### src/rtl/uart_word_packer.sv
// Packs four UART bytes (first byte in [31:24]) into a 32-bit word and presents it on a valid/ready port.
// Stale partial words are dropped after an inter-byte timeout; words that find the output register busy are dropped.
module uart_word_packer #(
    parameter int unsigned CLK_FREQ     = 50_000_000,
    parameter int unsigned UART_BAUD    = 115200,
    parameter int unsigned TIMEOUT_BITS = 20
) (
    input  logic        sys_clk,
    input  logic        sys_rst,
    input  logic [7:0]  rx_data,
    input  logic        rx_done,
    output logic [31:0] word_data,
    output logic        word_valid,
    input  logic        word_ready,
    output logic        frame_err,
    output logic        overrun
);

    localparam int unsigned TIMEOUT_CYCLES = (CLK_FREQ / UART_BAUD) * TIMEOUT_BITS;
    localparam int unsigned CNT_W          = $clog2(TIMEOUT_CYCLES + 1);

    localparam logic [0:0] IDLE    = 1'b0;
    localparam logic [0:0] COLLECT = 1'b1;

    logic [0:0]       state, state_nxt;
    logic [1:0]       byte_cnt, byte_cnt_nxt;
    logic [31:0]      shift, shift_nxt;
    logic [CNT_W-1:0] tmo_cnt, tmo_cnt_nxt;
    logic [31:0]      word_data_nxt;
    logic             word_valid_nxt;
    logic             frame_err_nxt;
    logic             overrun_nxt;
    logic             word_done;
    logic             timeout;
    logic [31:0]      word_full;

    // Completed word: the 4th byte is still on rx_data when the word finishes
    assign word_full = {shift[31:8], rx_data};

    always_ff @(posedge sys_clk or posedge sys_rst) begin
        if (sys_rst) begin
            state      <= IDLE;
            byte_cnt   <= 2'd0;
            shift      <= 32'd0;
            tmo_cnt    <= '0;
            word_data  <= 32'd0;
            word_valid <= 1'b0;
            frame_err  <= 1'b0;
            overrun    <= 1'b0;
        end else begin
            state      <= state_nxt;
            byte_cnt   <= byte_cnt_nxt;
            shift      <= shift_nxt;
            tmo_cnt    <= tmo_cnt_nxt;
            word_data  <= word_data_nxt;
            word_valid <= word_valid_nxt;
            frame_err  <= frame_err_nxt;
            overrun    <= overrun_nxt;
        end
    end

    // Assembly, timeout and output-register control
    always_comb begin
        state_nxt      = state;
        byte_cnt_nxt   = byte_cnt;
        shift_nxt      = shift;
        tmo_cnt_nxt    = tmo_cnt;
        word_data_nxt  = word_data;
        word_valid_nxt = word_valid;
        overrun_nxt    = 1'b0;
        word_done      = 1'b0;

        // An arriving byte always beats the timeout in the same cycle
        timeout = (state == COLLECT) && !rx_done
                  && (tmo_cnt == CNT_W'(TIMEOUT_CYCLES - 1));
        frame_err_nxt = timeout;

        if (rx_done) begin
            tmo_cnt_nxt  = '0;
            byte_cnt_nxt = byte_cnt + 2'd1;
            case (byte_cnt)
                2'd0:    shift_nxt[31:24] = rx_data;
                2'd1:    shift_nxt[23:16] = rx_data;
                2'd2:    shift_nxt[15:8]  = rx_data;
                default: shift_nxt[7:0]   = rx_data;
            endcase
            if (byte_cnt == 2'd3) begin
                word_done = 1'b1;
                state_nxt = IDLE;
            end else begin
                state_nxt = COLLECT;
            end
        end else if (state == COLLECT) begin
            if (timeout) begin
                state_nxt    = IDLE;
                byte_cnt_nxt = 2'd0;
                tmo_cnt_nxt  = '0;
            end else begin
                tmo_cnt_nxt = CNT_W'(tmo_cnt + 1'b1);
            end
        end

        // A word freed this cycle makes room for the new one
        if (word_done) begin
            if (!word_valid || word_ready) begin
                word_data_nxt  = word_full;
                word_valid_nxt = 1'b1;
            end else begin
                overrun_nxt = 1'b1;
            end
        end else if (word_valid && word_ready) begin
            word_valid_nxt = 1'b0;
        end
    end

endmodule

### config.mk
export PLATFORM = sky130hd
export DESIGN_NAME = uart_word_packer
export DESIGN_NICKNAME = d
export VERILOG_FILES = /design/src/rtl/uart_word_packer.sv
export SDC_FILE = /design/constraint.sdc
export NUM_CORES = 1
export LEC_CHECK = 0
export CORE_MARGIN = 5
export CORE_UTILIZATION = 45
export DETAILED_ROUTE_END_ITERATION = 10
export PLACE_DENSITY = 0.76
export SLEW_MARGIN = 20
export SYNTH_ARGS = -nofsm -noshare
export SYNTH_HDL_FRONTEND = slang
export SYNTH_SLANG_ARGS = --single-unit
### constraint.sdc
create_clock -name sys_clk -period 3.4 [get_ports sys_clk]
set_input_delay 1.02 -clock sys_clk [delete_from_list [all_inputs] [get_ports sys_clk]]
set_output_delay 1.02 -clock sys_clk [all_outputs]
set_load 0.02 [all_outputs]
==> results of run 1 <==
## routing by layer
| metal | up-vias | share of wire [%] | wire, µm |
|---|---|---|---|
| li1 | 958 | - | - |
| met1 | 1007 | 47 | 2880 |
| met2 | 43 | 47 | 2890 |
| met3 | 8 | 3.4 | 205 |
| met4 | 0 | 1.9 | 114 |
| met5 | - | 0 | 0 |
## cell usage after synthesis, types with 2 or more instances
cell and n:
dfrtp_1 76, mux2_2 55, nand2_1 18, nand3_1 9
o21ai_0 8, inv_1 6, nor2_1 6, buf_2 5
ha_1 5, nand4_1 4, o311ai_0 3, or3_1 3
a21oi_1 2, a22o_1 2, a31oi_1 2, and4_2 2
mux2i_1 2, nand2b_1 2, nor3_1 2, o211ai_1 2
## state kept, by name, indices dropped and copies added, names as in the netlist
signal,count
overrun,1
word_valid,1
word_data,32
shift,24
tmo_cnt,14
frame_err,1
byte_cnt,2
state,1
## path summary, 6_finish.rpt
kind | from | endpoint | slack (ps) | cells past startpoint
worst max-delay path | word_data[19] | word_data[19] | 1040 | 1
worst min-delay path | word_data[6] | word_data[6] | 500 | 1
worst max register to register | tmo_cnt[0] | tmo_cnt[10] | 1670 | 5
worst min register to register | word_data[6] | word_data[6] | 500 | 1
max in group asynchronous | sys_rst | word_data[8] | 1620 | 3
min in group asynchronous | sys_rst | frame_err | 1090 | 2
## cells by family after synthesis
logic type | Yosys count | share of synthesized area, %
multiplexers | 58 | 20.5
adder cells (fa/ha/maj) | 5 | 1.98
AND/OR/NAND/NOR | 57 | 9.84
buffers and inverters | 12 | 1.62
AO/OA/AOI/OAI | 24 | 5.41
XOR/XNOR | 2 | 0.553
flip-flops | 76 | 60.1
## per-stage QoR
stage | hold WS, ps | setup slack [ps] | utilization (%)
final | 500 | 1040 | 58.5
after global routing | 526 | 991 | 58.5
after global placement | 472 | 740 | 55.4
after CTS | 499 | 1010 | 58.5
after floorplan | 474 | 442 | -
after detailed placement | 480 | 684 | 55.4
## power groups by stage
stage	Clock (mW)	Sequential, mW	Combinational, mW
after floorplan	0	1.69	0.545
after global placement	0	1.48	1.28
after detailed placement	0	1.50	1.32
after CTS	0.769	1.48	1.33
after global routing	0.814	1.53	1.40
final	0.748	1.48	1.30
## area by class of cell
cell class,instances,share of cell area [%]
Tap cell,96,3.00
Sequential cell,76,47.6
Inverter,6,0.563
Multi-Input combinational cell,146,30.4
Clock inverter,6,2.19
Timing Repair Buffer,51,13.1
Clock buffer,10,3.19
==> impl_metrics.csv, run 1 <==
group,metric,value,unit
synthesis,syn_area_per_cell,13.5,µm²
layout,diodes,0,
floorplan,core_area,6830,µm²
synthesis,syn_area,3170,µm²
critical_path,crit_fanout,2,
critical_path,end_kind,"primary output",
sta,rsz0062_at_grt,"false",
drt,wirelength,6.09,mm
synthesis,async_reset_ff_share,100,%
clock_tree,clockBufferDepth,2,
grt,grt_pass1_wl,10.3,mm
synthesis,synth_area_leader_cell,"dfrtp_1",
clock_tree,path_clk_slew,80,ps
clock_tree,root_buffer,"clkbuf_8",
floorplan,row_count,30,
sta,final_min_period_over_clock_period,69.3,%
clock_tree,cts_setup_buffers,0,
place,dp_hpwl,4.14,mm
clock_tree,clk_latency,350,ps
sta,slew_violations,0,
power_and_ir_drop,peakVddDrop,445,µV
synthesis,ys_seq_area_share,60.1,%
power_and_ir_drop,leakage,1.69,nW
sta,worstMarginPinSlew,681,ps
hold_path,hp-class,"reg -> reg",
drt,first_iter_violations,49,
critical_path,crit_path_start_kind,"register",
power_and_ir_drop,p_per_area,882,nW/µm²
sta,setup_viol,0,
grt,antenna_found_initial,0,
critical_path,cp_cell_sequence,"clkdlybuf4s50_1",
critical_path,critical-path-max-stage-delay,620,ps
place,dp.cells,375,
drt,wire_per_inst,15.6,µm
critical_path,crit_buf_inv,1,
drt,antenna_left,0,
place,place_area,3780,µm²
sta,final-hold-violation-count,0,
synthesis,synth_cells,234,
critical_path,crit_type,"reg -> out",
grt,grt_use_met2,23.5,%
critical_path,cp_top_family,"buffers and inverters",
grt,grt_max_degree,33,
synthesis,yosysTopAreaCellShare,60.1,%
clock_tree,clock_sinks,76,
grt,grtUsageMet3,3.21,%
power_and_ir_drop,power_frac_comb,36.9,%
place,gp_congestion,0.868,
grt,grt-ovfl-total,0,
status,status,"finished clean",
clock_tree,holdBufCountCts,0,
power_and_ir_drop,power_frac_seq,41.9,%
synthesis,synth_top_flop_cell,"dfrtp_1",
clock_tree,cts_tree,"yes",
layout,drive_above_1_share,29.2,%
drt,firstDrtPassIters,4,
power_and_ir_drop,p_int,2.41,mW
floorplan,dieArea,8820,µm²
sta,timing.setup.tns,0,ps
synthesis,synth.distinct_cells,40,
clock_tree,ctsResizeCount,0,
place,place.port_buffers,46,
layout,area_growth,26.3,%
sta,finalCriticalPeriod,2360,ps
grt,grt_pass1_vias,2114,
critical_path,required,2380,ps
sta,slew_headroom,54.5,%
grt,grt_util_met1,20.3,%
layout,fillCellCount,586,
layout,final_cell_count_no_fill,391,
drt,dr_total_vias,2016,
clock_tree,numCtsBuffers,9,
sta,fmaxAchievable,424,MHz
power_and_ir_drop,power_switching,1.12,mW
grt,busiest_layer,"met2",
power_and_ir_drop,power,3.53,mW
power_and_ir_drop,p_sw_share,31.7,%
synthesis,synth_warnings,0,
power_and_ir_drop,pwr-share-clk,21.2,%
critical_path,critPathSlowestCell,"clkdlybuf4s50_1",
layout,stdcell_area,4000,µm²
sta,finalClockSkew,11.3,ps
layout,mostFrequentLayoutCell,"dfrtp_1",
drt,drc,0,
synthesis,synth_edf_count,0,
drt,via_per_inst,5.16,
job,drv_cap,0,
floorplan,dieWidth,93.9,µm
synthesis,synthTopCellsByArea,"dfrtp_1 (60%), mux2_2 (20%), nand2_1 (2.1%), ha_1 (2.0%), nand3_1 (1.4%)",
layout,num-nets-final,307,
synthesis,ys_ff_latch,76,
clock_tree,htree_levels,3,
floorplan,io-pin-count,47,
grt,grtUsageTotal,15.2,%
synthesis,syn_nets,251,
floorplan,die_h,93.9,µm
floorplan,start_util,46.4,%
layout,multi_input_area,1220,µm²
layout,seq_area,1900,µm²
layout,final_cell_mix,"dfrtp_1 (76), mux2_2 (55), clkdlybuf4s50_1 (46)",
critical_path,critPathArrivalTime,1340,ps
Power figures use the tool's default switching activity.
==> run 2, diff against run 1 <==
--- a/config.mk
+++ b/config.mk
@@ -8,7 +8,7 @@
 export CORE_MARGIN = 5
 export CORE_UTILIZATION = 45
 export DETAILED_ROUTE_END_ITERATION = 10
-export PLACE_DENSITY = 0.76
+export PLACE_DENSITY = 0.79
 export SLEW_MARGIN = 20
 export SYNTH_ARGS = -nofsm -noshare
 export SYNTH_HDL_FRONTEND = slang
==> constraint.sdc (replaced) <==
create_clock -name sys_clk -period 1.9 [get_ports sys_clk]
set_input_delay 0.57 -clock sys_clk [delete_from_list [all_inputs] [get_ports sys_clk]]
set_output_delay 0.57 -clock sys_clk [all_outputs]
set_load 0.02 [all_outputs]
==> run 2 against run 1 <==
- via count increased by 4.2%
- die area unchanged
- hold slack got worse by 10 ps
- largest power group unchanged
- critical path depth unchanged
- register-to-register slack got worse by 1500 ps
- combinational power increased by 82%
- clock skew decreased by 4.7 ps
- cell area increased by 3.4%
- power increased by 72%
- sequential share of layout area decreased by 1.6 points
==> impl_metrics.csv, run 2 (synthesis results as in run 1) <==
group,metric,value,unit
sta,timing.setup.tns,0,ps
power_and_ir_drop,leakage,2.02,nW
hold_path,hp-start,"word_data[6]",
critical_path,critPathSlowestCell,"clkdlybuf4s50_1",
grt,grt_pass1_wl,10.1,mm
drt,drc,0,
critical_path,r2r-start,"tmo_cnt[0]",
critical_path,crit_type,"reg -> out",
critical_path,critPathArrivalTime,1270,ps
place,gp_congestion,0.864,
sta,finalClockSkew,6.57,ps
status,status,"finished clean",
clock_tree,cts_setup_buffers,0,
critical_path,critical-path-max-stage-delay,600,ps
place,dp_hpwl,4.22,mm
critical_path,r2r-end,"tmo_cnt[10]",
critical_path,cp_top_family,"buffers and inverters",
sta,fmaxAchievable,544,MHz
floorplan,start_util,46.4,%
layout,diodes,0,
clock_tree,clk_latency,330,ps
sta,rsz0062_at_grt,"false",
clock_tree,numCtsBuffers,9,
drt,wire_per_inst,15.3,µm
sta,worstMarginPinSlew,448,ps
grt,grtUsageTotal,14.9,%
grt,grt_pass1_vias,2066,
sta,finalCriticalPeriod,1840,ps
drt,wirelength,6.17,mm
grt,grtUsageMet3,4.65,%
clock_tree,path_clk_slew,70,ps
grt,grt_max_degree,77,
critical_path,cp_cell_sequence,"clkdlybuf4s50_1",
layout,final_cell_count_no_fill,404,
clock_tree,clockBufferDepth,2,
power_and_ir_drop,p_per_area,1470,nW/µm²
critical_path,crit_fanout,2,
layout,regMostFlops,"word_data",
power_and_ir_drop,power,6.07,mW
drt,antenna_left,0,
clock_tree,clock_sinks,76,
sta,worst_hold_slack,489,ps
critical_path,crit_start,"word_valid",
grt,grt_util_met1,19.4,%
layout,largest_register_ffs,32,
clock_tree,cts_tree,"yes",
drt,via_per_inst,5.20,
clock_tree,htree_levels,3,
floorplan,core_area,6830,µm²
critical_path,worstRegToRegCells,5,
sta,setup_viol,0,
sta,final-hold-violation-count,0,
clock_tree,holdBufCountCts,0,
critical_path,end_kind,"primary output",
grt,grt_use_met2,23.6,%
floorplan,io-pin-count,47,
hold_path,min_to,"word_data[6]",
grt,busiest_layer,"met2",
critical_path,crit_cells,1,
critical_path,crit_path_start_kind,"register",
layout,fillCellCount,562,
drt,firstDrtPassIters,4,
sta,final_min_period_over_clock_period,96.8,%
place,dp.cells,388,
floorplan,dieWidth,93.9,µm
floorplan,die_h,93.9,µm
layout,final_cell_mix,"dfrtp_1 (76), mux2_2 (55), dlymetal6s2s_1 (27)",
layout,mostFrequentLayoutCell,"dfrtp_1",
floorplan,row_count,30,
layout,largest_registers,"word_data: 32 flops, shift: 24 flops, tmo_cnt: 14 flops",
drt,dr_total_vias,2101,
drt,first_iter_violations,157,
critical_path,required,1330,ps
sta,slew_violations,0,
layout,num-nets-final,320,
clock_tree,root_buffer,"clkbuf_8",
job,drv_cap,0,
critical_path,r2r_setup_slack,180,ps
hold_path,hp-class,"reg -> reg",
hold_path,whs_path_depth,1,
critical_path,crit_buf_inv,1,
layout,fin_util,60.5,%
floorplan,dieArea,8820,µm²
layout,area_growth,30.6,%
grt,antenna_found_initial,0,
place,place.port_buffers,46,
sta,slew_headroom,69.9,%
grt,grt-ovfl-total,0,
power_and_ir_drop,peakVddDrop,711,µV
layout,drive_above_1_share,32.5,%
run 2: metrics by stage:
stage	instance area, µm²	setup slack (ps)
global route	4140	13.8
CTS	4070	0.179
finish	4140	61.5
global placement	3900	-184
detailed placement	3900	-233
floorplan	3170	240
run 2: where the power goes:
part           internal, mW  total, mW  switching (mW)  leakage, nW
registers              2.28       2.64           0.361        0.938
clock network         0.507       1.07           0.564       0.0885
logic                  1.29       2.36            1.07        0.995
total                  4.07       6.07            2.00         2.02
run 2: worst max path at each step:
stage | to | slack (ps)
finish | word_valid | 60
global placement | word_data[30] | -180
CTS | word_data[16] | 0.2
global route | word_valid | 10
detailed placement | word_data[24] | -230
floorplan | word_data[2] | 240
run 2: area by class of cell:
class	instances	area, µm²	area share [%]
Inverter	6	26.3	0.635
Timing Repair Buffer	64	694	16.8
Clock inverter	6	38.8	0.938
Tap cell	96	120	2.90
Sequential cell	76	1900	46.0
Multi-Input combinational cell	146	1220	29.4
Clock buffer	10	138	3.33
run 2: timing repair:
item,4_1_cts,5_1_grt
gates resized for setup,5,27
hold endpoints to repair,0,0
endpoints found under the setup margin,5,27
run 2: layer usage:
metal,vias to the layer above,share of wire (%)
met5,-,0
met2,48,50
li1,991,-
met4,0,1.8
met3,8,4.3
met1,1054,44
